**src/rtl/game_sequencer_if.sv**
```systemverilog
// Bundle between the Tetris game sequencer and the rest of the game.
//   master : the sequencer. It drives state/old_state/move/drop_tick/game_over/piece_count.
//            It samples the buttons, the datapath flags and the board.
//   slave  : the datapath/board side, the mirror image of master.
interface game_sequencer_if #(
  parameter int CNT_W = 8
);
  logic             btn_left;
  logic             btn_right;
  logic             btn_rotate;
  logic             touched;
  logic             error_in;
  logic [31:0]      board_in;
  logic [2:0]       state;
  logic [2:0]       old_state;
  logic [1:0]       move;
  logic             drop_tick;
  logic             game_over;
  logic [CNT_W-1:0] piece_count;

  modport master (
    input  btn_left, btn_right, btn_rotate, touched, error_in, board_in,
    output state, old_state, move, drop_tick, game_over, piece_count
  );

  modport slave (
    output btn_left, btn_right, btn_rotate, touched, error_in, board_in,
    input  state, old_state, move, drop_tick, game_over, piece_count
  );
endinterface

```
**src/rtl/game_sequencer.sv**
```systemverilog
// Top-level Tetris sequencer.
// It runs GEN -> MOVE -> LAND -> CLEAR -> NEWBOARD -> GEN and can also end in GAMEOVER.
// It times gravity and turns button presses into at most one move pulse per cycle.
// Ports:
//   clka    : clock, rising edge
//   restart : synchronous active-high reset
//   bus     : game_sequencer_if.master
//     inputs : btn_left/right/rotate, touched, error_in, board_in[31:0]
//     outputs: state, old_state, move, drop_tick, game_over, piece_count
// All outputs are registered.
module game_sequencer #(
  parameter int DROP_PERIOD  = 16,
  parameter int CLEAR_CYCLES = 4,
  parameter int CNT_W        = 8
) (
  input  logic                clka,
  input  logic                restart,
  game_sequencer_if.master    bus
);

  localparam int TW = (DROP_PERIOD  > 1) ? $clog2(DROP_PERIOD)  : 1;
  localparam int CW = (CLEAR_CYCLES > 1) ? $clog2(CLEAR_CYCLES) : 1;
  localparam logic [TW-1:0] TICK_AT  = TW'(DROP_PERIOD - 1);
  localparam logic [CW-1:0] CLEAR_AT = CW'(CLEAR_CYCLES - 1);

  typedef enum logic [2:0] {
    ST_GEN      = 3'd0,
    ST_MOVE     = 3'd1,
    ST_LAND     = 3'd2,
    ST_CLEAR    = 3'd3,
    ST_NEWBOARD = 3'd4,
    ST_GAMEOVER = 3'd5
  } state_t;

  typedef enum logic [1:0] {
    MV_NONE   = 2'd0,
    MV_LEFT   = 2'd1,
    MV_RIGHT  = 2'd2,
    MV_ROTATE = 2'd3
  } move_t;

  state_t           state_q;
  logic [2:0]       old_state_q;
  move_t            move_q;
  logic             drop_tick_q;
  logic             game_over_q;
  logic [CNT_W-1:0] count_q;
  logic [TW-1:0]    timer_q;
  logic [CW-1:0]    clear_q;
  logic             pend_valid_q;
  move_t            pend_code_q;
  logic [2:0]       btn_prev_q;   // {rotate, right, left} from the previous cycle

  logic [2:0] btn_now;
  logic [2:0] btn_rise;
  logic       tick_due;
  move_t      rise_code;

  assign btn_now  = {bus.btn_rotate, bus.btn_right, bus.btn_left};
  assign btn_rise = btn_now & ~btn_prev_q;
  // The tick cycle is the last MOVE cycle of a gravity period.
  // drop_tick becomes visible on the following cycle.
  assign tick_due = (state_q == ST_MOVE) && (timer_q == TICK_AT);
  // Simultaneous edges: rotate beats right beats left.
  assign rise_code = btn_rise[2] ? MV_ROTATE :
                     btn_rise[1] ? MV_RIGHT  : MV_LEFT;

  // NOTE: every register here is assigned with <= so that all of them see the
  // same pre-edge values; a blocking '=' would leak new values into later lines.
  always_ff @(posedge clka) begin
    if (restart) begin
      state_q      <= ST_GEN;
      old_state_q  <= ST_GEN;
      move_q       <= MV_NONE;
      drop_tick_q  <= 1'b0;
      game_over_q  <= 1'b0;
      count_q      <= '0;
      timer_q      <= '0;
      clear_q      <= '0;
      pend_valid_q <= 1'b0;
      pend_code_q  <= MV_NONE;
      btn_prev_q   <= '0;
    end else begin
      old_state_q  <= state_q;
      btn_prev_q   <= btn_now;
      // These are single-cycle pulses.
      // The pending slot and the timer only survive while the state stays in MOVE.
      move_q       <= MV_NONE;
      drop_tick_q  <= 1'b0;
      timer_q      <= '0;
      pend_valid_q <= 1'b0;

      case (state_q)
        ST_GEN: begin
          if (|bus.board_in[31:28]) begin
            state_q     <= ST_GAMEOVER;
            game_over_q <= 1'b1;
          end else begin
            state_q <= ST_MOVE;
            if (count_q != '1) count_q <= count_q + CNT_W'(1);
          end
        end

        ST_MOVE: begin
          drop_tick_q  <= tick_due;
          timer_q      <= tick_due ? '0 : timer_q + TW'(1);
          pend_valid_q <= pend_valid_q;
          if (tick_due && bus.touched) begin
            state_q      <= ST_LAND;
            pend_valid_q <= 1'b0;          // a move that has not issued yet is lost on landing
          end else if (pend_valid_q) begin
            // Hold the move back on the tick cycle so that it never shares a cycle with drop_tick.
            if (!tick_due) begin
              move_q       <= pend_code_q;
              pend_valid_q <= 1'b0;
            end
          end else if (|btn_rise) begin
            pend_valid_q <= 1'b1;
            pend_code_q  <= rise_code;
          end
        end

        ST_LAND: begin
          state_q <= ST_CLEAR;
          clear_q <= '0;
        end

        ST_CLEAR: begin
          if (bus.error_in) begin
            state_q     <= ST_GAMEOVER;
            game_over_q <= 1'b1;
          end else if (clear_q == CLEAR_AT) begin
            state_q <= ST_NEWBOARD;
          end else begin
            clear_q <= clear_q + CW'(1);
          end
        end

        ST_NEWBOARD: state_q <= ST_GEN;

        ST_GAMEOVER: game_over_q <= 1'b1;

        default: begin
          state_q     <= ST_GAMEOVER;
          game_over_q <= 1'b1;
        end
      endcase
    end
  end

  assign bus.state       = state_q;
  assign bus.old_state   = old_state_q;
  assign bus.move        = move_q;
  assign bus.drop_tick   = drop_tick_q;
  assign bus.game_over   = game_over_q;
  assign bus.piece_count = count_q;

endmodule
```
**src/flat_wrapper.sv**
```systemverilog
// flat-port wrapper written by rule: the top's interface ports become plain ports
module game_sequencer_flat 
#(
  parameter int DROP_PERIOD  = 16,
  parameter int CLEAR_CYCLES = 4,
  parameter int CNT_W        = 8
)
  (clka, restart, bus_btn_left, bus_btn_right, bus_btn_rotate, bus_touched, bus_error_in, bus_board_in, bus_state, bus_old_state, bus_move, bus_drop_tick, bus_game_over, bus_piece_count);
  game_sequencer_if #(.CNT_W(CNT_W)) bus_i ();
  input  logic clka;
  input  logic restart;
  input wire logic [$bits(bus_i.btn_left)-1:0] bus_btn_left;
  input wire logic [$bits(bus_i.btn_right)-1:0] bus_btn_right;
  input wire logic [$bits(bus_i.btn_rotate)-1:0] bus_btn_rotate;
  input wire logic [$bits(bus_i.touched)-1:0] bus_touched;
  input wire logic [$bits(bus_i.error_in)-1:0] bus_error_in;
  input wire logic [$bits(bus_i.board_in)-1:0] bus_board_in;
  output wire logic [$bits(bus_i.state)-1:0] bus_state;
  output wire logic [$bits(bus_i.old_state)-1:0] bus_old_state;
  output wire logic [$bits(bus_i.move)-1:0] bus_move;
  output wire logic [$bits(bus_i.drop_tick)-1:0] bus_drop_tick;
  output wire logic [$bits(bus_i.game_over)-1:0] bus_game_over;
  output wire logic [$bits(bus_i.piece_count)-1:0] bus_piece_count;
  assign bus_i.btn_left = bus_btn_left;
  assign bus_i.btn_right = bus_btn_right;
  assign bus_i.btn_rotate = bus_btn_rotate;
  assign bus_i.touched = bus_touched;
  assign bus_i.error_in = bus_error_in;
  assign bus_i.board_in = bus_board_in;
  assign bus_state = bus_i.state;
  assign bus_old_state = bus_i.old_state;
  assign bus_move = bus_i.move;
  assign bus_drop_tick = bus_i.drop_tick;
  assign bus_game_over = bus_i.game_over;
  assign bus_piece_count = bus_i.piece_count;
  game_sequencer #(.DROP_PERIOD(DROP_PERIOD), .CLEAR_CYCLES(CLEAR_CYCLES), .CNT_W(CNT_W)) u_core (.clka(clka), .restart(restart), .bus(bus_i));
endmodule
```
**config.mk**
```make
export PLATFORM = sky130hd
export DESIGN_NAME = game_sequencer_flat
export DESIGN_NICKNAME = d
export VERILOG_FILES = /design/src/rtl/game_sequencer_if.sv /design/src/rtl/game_sequencer.sv /design/src/flat_wrapper.sv
export SDC_FILE = /design/constraint.sdc
export NUM_CORES = 1
export LEC_CHECK = 0
export BUFFER_PORTS_ARGS = -buffer_cell sky130_fd_sc_hd__buf_2
export CAP_MARGIN = 20
export CELL_PAD_IN_SITES_DETAIL_PLACEMENT = 0
export CELL_PAD_IN_SITES_GLOBAL_PLACEMENT = 2
export CORE_MARGIN = 4
export CORE_UTILIZATION = 28
export DETAILED_ROUTE_END_ITERATION = 7
export PLACE_DENSITY = 0.79
export REMOVE_ABC_BUFFERS = 1
export SLEW_MARGIN = 20
export SYNTH_ARGS = -nofsm -noshare
export SYNTH_HDL_FRONTEND = slang
export SYNTH_SLANG_ARGS = --single-unit
```
**constraint.sdc**
```tcl
create_clock -name clka -period 3.2 [get_ports clka]
set_input_delay 0.64 -clock clka [delete_from_list [all_inputs] [get_ports clka]]
set_output_delay 0.64 -clock clka [all_outputs]
set_load 0.005 [all_outputs]
```
==> reports/qor.yml, run 1 <==
status: "complete, no violations"
yosysSeqAreaShare_pct: 46.6
drv_slew: 0
grt_pass1_wl_mm: 4.94
totalWireLength_mm: 2.84
grt_pass1_vias: 1098
tightest_slew_ps: 497
fp.dieH_um: 75.9
cap_violations: 0
insertion_delay_ps: 280
nets: 205
critPathLaunch: "u_core.bus.state[1]$_SDFFE_PP0P_"
post-route-period-util_pct: 55.0
setup_viol: 0
htree_levels: 2
core_area_um2: 4410
max_freq_mhz: 568
diodes: 0
critPathLaunchType: "register"
maxSlewHeadroom_pct: 66.8
worst-setup-path-type: "register to primary output"
whs_path_depth: 1
io_buffers: 28
netlist_top_cells_area: "dfxtp_1 (47%), nor2b_1 (5.8%), nor2_1 (3.5%), and3_1 (3.4%), ha_1 (2.9%)"
skew_ps: 4.18
hold_violations: 0
total_power_mw: 0.830
r2r_cells: 4
post_synth_instance_area_um2: 1290
hpwl_mm: 2.07
cts_buffer_depth: 2
ys_types: 42
numCtsBuffers: 5
yosys.area.top_type: "dfxtp_1"
p_per_area_nw_per_um2: 524
r2r-start: "u_core.bus.state[0]$_SDFFE_PP0P_"
yosysWarnings: 0
worstReg2RegEnd: "u_core.pend_code_q[1]$_SDFFE_PP0P_"
layout_commonest_cell: "dfxtp_1"
cp.arrival_ps: 1120
crit_fanout: 12
grt_overflow: 0
wl_per_cell_um: 13.2
num_io_pins: 57
cts_tree: "yes"
crit_path_cell_trace: "buf_2"
multi_input_area_um2: 662
regArea_um2: 601
cp_data_required_time_ps: 2560
rows: 24
drive_gt1_share_pct: 25.6
cp_slowest_stage_delay_ps: 630
yosysTopAreaCellShare_pct: 46.6
ctsHoldBuffers: 0
worst-path-stages: 1
slowest_stage: "dfxtp_1"
cp_top_family: "flip-flops"
die_w_um: 75.9
endpoint: "bus_state[1]"
clock-sinks: 30
avgViaCountPerCell: 4.92
initial_core_util_pct: 29.2
cts-resized-gates: 0
hp-class: "register to register"
drcViolationCount: 0
cts-root-buf: "clkbuf_8"
antenna_left: 0
synthCells: 132
drt_iter0_drc: 77
fillers: 461
dr_total_vias: 1062
avgSynthCellArea_um2: 9.77
cp-end-kind: "primary output"
vdd_drop_max_v: 0.000177
cts_setup_buffers: 0
track_usage_pct: 11.3
mostFrequentLayoutCells: "dfxtp_1 (30), buf_2 (28), nor2_1 (12), nor2b_1 (12)"
gp_congestion: 0.712
syn_to_final_growth_pct: 22.8
antenna_found_initial: 0
synth-seq-cells: 30
die-area_um2: 5760
rsz0062_at_grt: "false"
clkTransAtPathRegs_ps: 70
leakagePower_nw: 0.702
period_needed_ps: 1760
grt_max_degree: 25
reg2reg_slack_ps: 1460
tns_ps: 0
crit_buf_inv: 1
first_pass_iters: 4
[metrics by stage]
step | hold slack (ps) | cell area, um2 | setup WS (ps) | cells | utilization (%)
floorplan | 418 | 1270 | 1460 | 128 | -
global placement | 430 | 1480 | 1220 | 208 | 33.4
detailed placement | 434 | 1480 | 1220 | 208 | 33.4
CTS | 450 | 1580 | 1450 | 216 | 35.9
global route | 478 | 1580 | 1290 | 216 | 35.9
finish | 444 | 1580 | 1440 | 216 | 35.9
[cell families (layout without fill, tap and decap cells)]
| logic type | Yosys count | in the layout | share of synthesized area, % |
|---|---|---|---|
| and+or+nand+nor | 63 | 63 | 29.7 |
| DFF | 30 | 30 | 46.6 |
| AOI/OAI and AO/OA | 23 | 23 | 13.6 |
| buffers and inverters | 6 | 38 | 2.13 |
| xor gates and xnor gates | 4 | 4 | 2.72 |
| adders and majority gates | 3 | 3 | 2.91 |
| muxes | 3 | 3 | 2.42 |
[worst min path at each step]
stage,to,slack (ps),start
2_1_floorplan,u_core.timer_q[0]$_SDFF_PP0_,420,u_core.timer_q[0]$_SDFF_PP0_
3_3_place_gp,u_core.timer_q[0]$_SDFF_PP0_,430,u_core.timer_q[0]$_SDFF_PP0_
3_5_place_dp,u_core.timer_q[0]$_SDFF_PP0_,430,u_core.timer_q[0]$_SDFF_PP0_
4_1_cts,u_core.timer_q[0]$_SDFF_PP0_,450,u_core.timer_q[0]$_SDFF_PP0_
5_1_grt,u_core.timer_q[0]$_SDFF_PP0_,480,u_core.timer_q[0]$_SDFF_PP0_
6_report,u_core.timer_q[0]$_SDFF_PP0_,440,u_core.timer_q[0]$_SDFF_PP0_
[registers in the layout, summed over array words and instances (netlist names)]
signal                  count
u_core.bus.piece_count      8
u_core.timer_q              4
u_core.btn_prev_q           3
u_core.bus.old_state        3
u_core.bus.state            3
u_core.bus.move             2
u_core.clear_q              2
u_core.pend_code_q          2
u_core.bus.drop_tick        1
u_core.bus.game_over        1
u_core.pend_valid_q         1
[report_power, final]
group | internal (mW) | switching, mW | leakage [nW] | total, mW
registers | 0.386 | 0.0120 | 0.245 | 0.398
logic | 0.0276 | 0.0333 | 0.400 | 0.0609
clock network | 0.229 | 0.143 | 0.0579 | 0.371
[Yosys cell counts, drive strengths merged]
cell      n
mux2      1
o2111ai   1
a22oi     1
nand4     1
nand2b    3
and3      8
o31a      1
dfxtp    30
a2111oi   1
nor2     12
o31ai     1
mux2i     2
nor2b    12
or4       2
nand2     7
a31oi     4
o211a     1
or3       1
nand3b    1
o311ai    1
inv       2
a221oi    1
nor3      4
a21oi     2
and2b     1
nor4      3
o21ai     4
xnor2     1
nand3     6
xor2      3
a211oi    2
buf       2
and2      1
nor3b     1
clkbuf    2
o211ai    3
ha        3
[layout make-up]
cell class                      instances  share of cell area [%]
Inverter                                2                   0.474
Tap cell                               52                    4.11
Timing Repair Buffer                   28                    8.85
Clock buffer                            5                    4.34
Multi-Input combinational cell         96                    41.8
Sequential cell                        30                    37.9
Clock inverter                          3                    2.53
[layer usage]
metal	up-vias	wire [um]	part of all wire [%]	global-route usage [%]
li1	538	-	-	-
met1	493	1280	45	13.4
met2	29	1380	48	18.4
met3	2	171	6.0	4.49
met4	0	17	0.60	4.27
met5	-	0	0	0
Power figures use the tool's default switching activity.
==> run 2, diff against run 1 <==
--- a/config.mk
+++ b/config.mk
@@ -10,9 +10,9 @@
 export CELL_PAD_IN_SITES_DETAIL_PLACEMENT = 0
 export CELL_PAD_IN_SITES_GLOBAL_PLACEMENT = 2
 export CORE_MARGIN = 4
-export CORE_UTILIZATION = 28
+export CORE_UTILIZATION = 24
 export DETAILED_ROUTE_END_ITERATION = 7
-export PLACE_DENSITY = 0.79
+export PLACE_DENSITY = 0.72
 export REMOVE_ABC_BUFFERS = 1
 export SLEW_MARGIN = 20
 export SYNTH_ARGS = -nofsm -noshare
==> constraint.sdc (replaced) <==
create_clock -name clka -period 1.4 [get_ports clka]
set_input_delay 0.28 -clock clka [delete_from_list [all_inputs] [get_ports clka]]
set_output_delay 0.28 -clock clka [all_outputs]
set_load 0.005 [all_outputs]
==> run 2 against run 1 <==
The flow now finishes with violations (negative setup slack); power up 120%; global-route usage down 0.88 points; via count up 7.3%; clock-buffer cell count rose by 2; critical path depth up 4.
==> reports/qor.yml, run 2 (synthesis gave the netlist of run 1 again) <==
status: "complete, but fails checks"
violations: "negative setup slack"
drv_slew: 0  # unchanged
crit_buf_inv: 0  # -1
seq_power_share_pct: 50.4  # +2.5 points
skew_ps: 3.12  # -1.06 ps
max_freq_mhz: 696
maxSlewHeadroom_pct: 74.1  # +7.3 points
cp_slowest_stage_delay_ps: 350  # -280 ps
antenna_found_initial: 0  # unchanged
grt_pass1_wl_mm: 5.33  # +7.8%
clkTransAtPathRegs_ps: 60  # about the same
antenna_left: 0  # unchanged
cts_buffer_depth: 2  # unchanged
totalWireLength_mm: 3.07  # +8.1%
critPathLaunch: "u_core.bus.piece_count[0]$_SDFFE_PP0P_"
numCtsBuffers: 5  # unchanged
rows: 26  # +8.3%
hold_start: "bus_btn_right"
critPathLaunchType: "register"
drt_iter0_drc: 13  # -83%
hp-class: "input pin to register"
rsz0062_at_grt: "true"
htree_levels: 2  # unchanged
layout_commonest_cell: "buf_2"
diodes: 0  # unchanged
period_needed_ps: 1440
wl_per_cell_um: 11.8  # -10%
cp-end-kind: "register"
cap_violations: 0  # unchanged
track_usage_pct: 10.5  # -0.88 points
slowest_stage: "dfxtp_2"
p_int_mw: 1.37  # +110%
grt_overflow: 0  # unchanged
tightest_slew_ps: 385  # -112 ps
vdd_drop_max_v: 0.000360  # +100%
die-area_um2: 6610  # +15%
worst_slack_ps: -36.4  # -1480 ps
mostFrequentLayoutCells: "buf_2 (28), buf_4 (24), dfxtp_1 (23), nor2_1 (12), nor2b_1 (11)"
power_frac_comb_pct: 10.4  # +3.1 points
setup_viol: 3  # +3
cp_data_required_time_ps: 1570  # -990 ps
avgViaCountPerCell: 4.38  # -11%
regArea_um2: 612  # +1.9%
initial_core_util_pct: 24.9  # -4.3 points
r2r-start: "u_core.bus.piece_count[0]$_SDFFE_PP0P_"
hpwl_mm: 2.33  # +13%
cp_top_family: "simple AND/OR/NAND/NOR gates"
drcViolationCount: 0  # unchanged
cp.arrival_ps: 1600  # +480 ps
worst-setup-path-type: "register to register"
p_per_area_nw_per_um2: 961  # +83%
fp.dieH_um: 81.3  # +7.2%
post-route-util_pct: 36.1  # +0.25 points
total_power_mw: 1.80  # +120%
drive_gt1_share_pct: 44.2  # +19 points
ctsHoldBuffers: 0  # unchanged
post-route-period-util_pct: 103
io_buffers: 28  # unchanged
leakagePower_nw: 0.824  # +17%
grt_pass1_vias: 1232  # +12%
cts-root-buf: "clkbuf_8"
crit_path_cell_trace: "ha_4, nand4_1, nor2b_2, nand3_1, mux2_2"
power.share.clock_pct: 39.3  # -5.4 points
clock-sinks: 30  # unchanged
switching_share_pct: 23.6  # +0.92 points
dr_total_vias: 1139  # +7.3%
gp_congestion: 0.766  # +7.6%
num_io_pins: 57  # unchanged
largest_register_ffs: 8  # unchanged
hold_violations: 0  # unchanged
p_switching_mw: 0.423  # +130%
core_area_um2: 5170  # +17%
nets: 231  # +13%
first_pass_iters: 2  # -2
syn_to_final_growth_pct: 44.9
insertion_delay_ps: 270  # about the same
grt_max_degree: 16  # -36%
crit_fanout: 3  # -9
fillers: 546  # +18%
multi_input_area_um2: 728  # +10%
die_w_um: 81.3  # +7.2%
cts_tree: "yes"
## run 2: path summary, 6_finish.rpt
check | endpoint | slack [ps] | cells past startpoint
setup reg to reg | u_core.bus.piece_count[7]$_SDFFE_PP0P_ | -40 | 5
hold reg to reg | u_core.pend_code_q[1]$_SDFFE_PP0P_ | 480 | 2
hold / removal | u_core.btn_prev_q[1]$_SDFF_PP0_ | 220 | 2
setup / recovery | u_core.bus.piece_count[7]$_SDFFE_PP0P_ | -40 | 5
## run 2: routing by layer
layer  track usage [%]  routed length [um]
met4              5.07                  44
met3              2.66                 108
met2              18.8                1660
met5                 0                   0
met1              11.3                1260
## run 2: power groups by stage
| stage | clock [mW] | combinational, mW | sequential, mW |
|---|---|---|---|
| after CTS | 0.738 | 0.173 | 0.903 |
| final | 0.705 | 0.186 | 0.905 |
| after detailed placement | 0 | 0.170 | 0.921 |
| after global placement | 0 | 0.169 | 0.919 |
| after floorplan | 0 | 0.0781 | 0.925 |
| after global routing | 0.782 | 0.210 | 0.909 |
## run 2: worst reg2reg max path, cell delays in order, from the launching register on
cell     delay, ps
dfxtp_2        350
ha_4           140
nand4_1        190
nor2b_2        230
nand3_1        100
mux2_2         320
## run 2: through the flow
step           TNS, ps  hold slack (ps)  worst slack (ps)  std cells  instance area (um2)
5_1_grt           -683              213              -129        260                 1870
3_3_place_gp      -735              463              -149        250                 1680
4_1_cts          -93.3              212             -43.6        258                 1810
3_5_place_dp      -965              473              -154        250                 1680
6_report         -77.6              222             -36.4        260                 1870
2_1_floorplan     -286              349              -118        128                 1270
## run 2: cell type report
| class | count | share of cell area [%] |
|---|---|---|
| clock inverter | 1 | 0.268 |
| clock buffer | 7 | 4.62 |
| sequential | 30 | 32.7 |
| multi-input combinational | 96 | 39.0 |
| timing repair buffer | 54 | 18.3 |
| inverter | 2 | 0.402 |
| tap | 70 | 4.69 |
## run 2: repair_timing
| item | 4_1_cts | 5_1_grt |
|---|---|---|
| setup buffers | 0 | 2 |
| pin swaps | 6 | 7 |
| resized for setup | 12 | 13 |
| cloned | 0 | 0 |
| endpoints found under the setup margin | 9 | 16 |
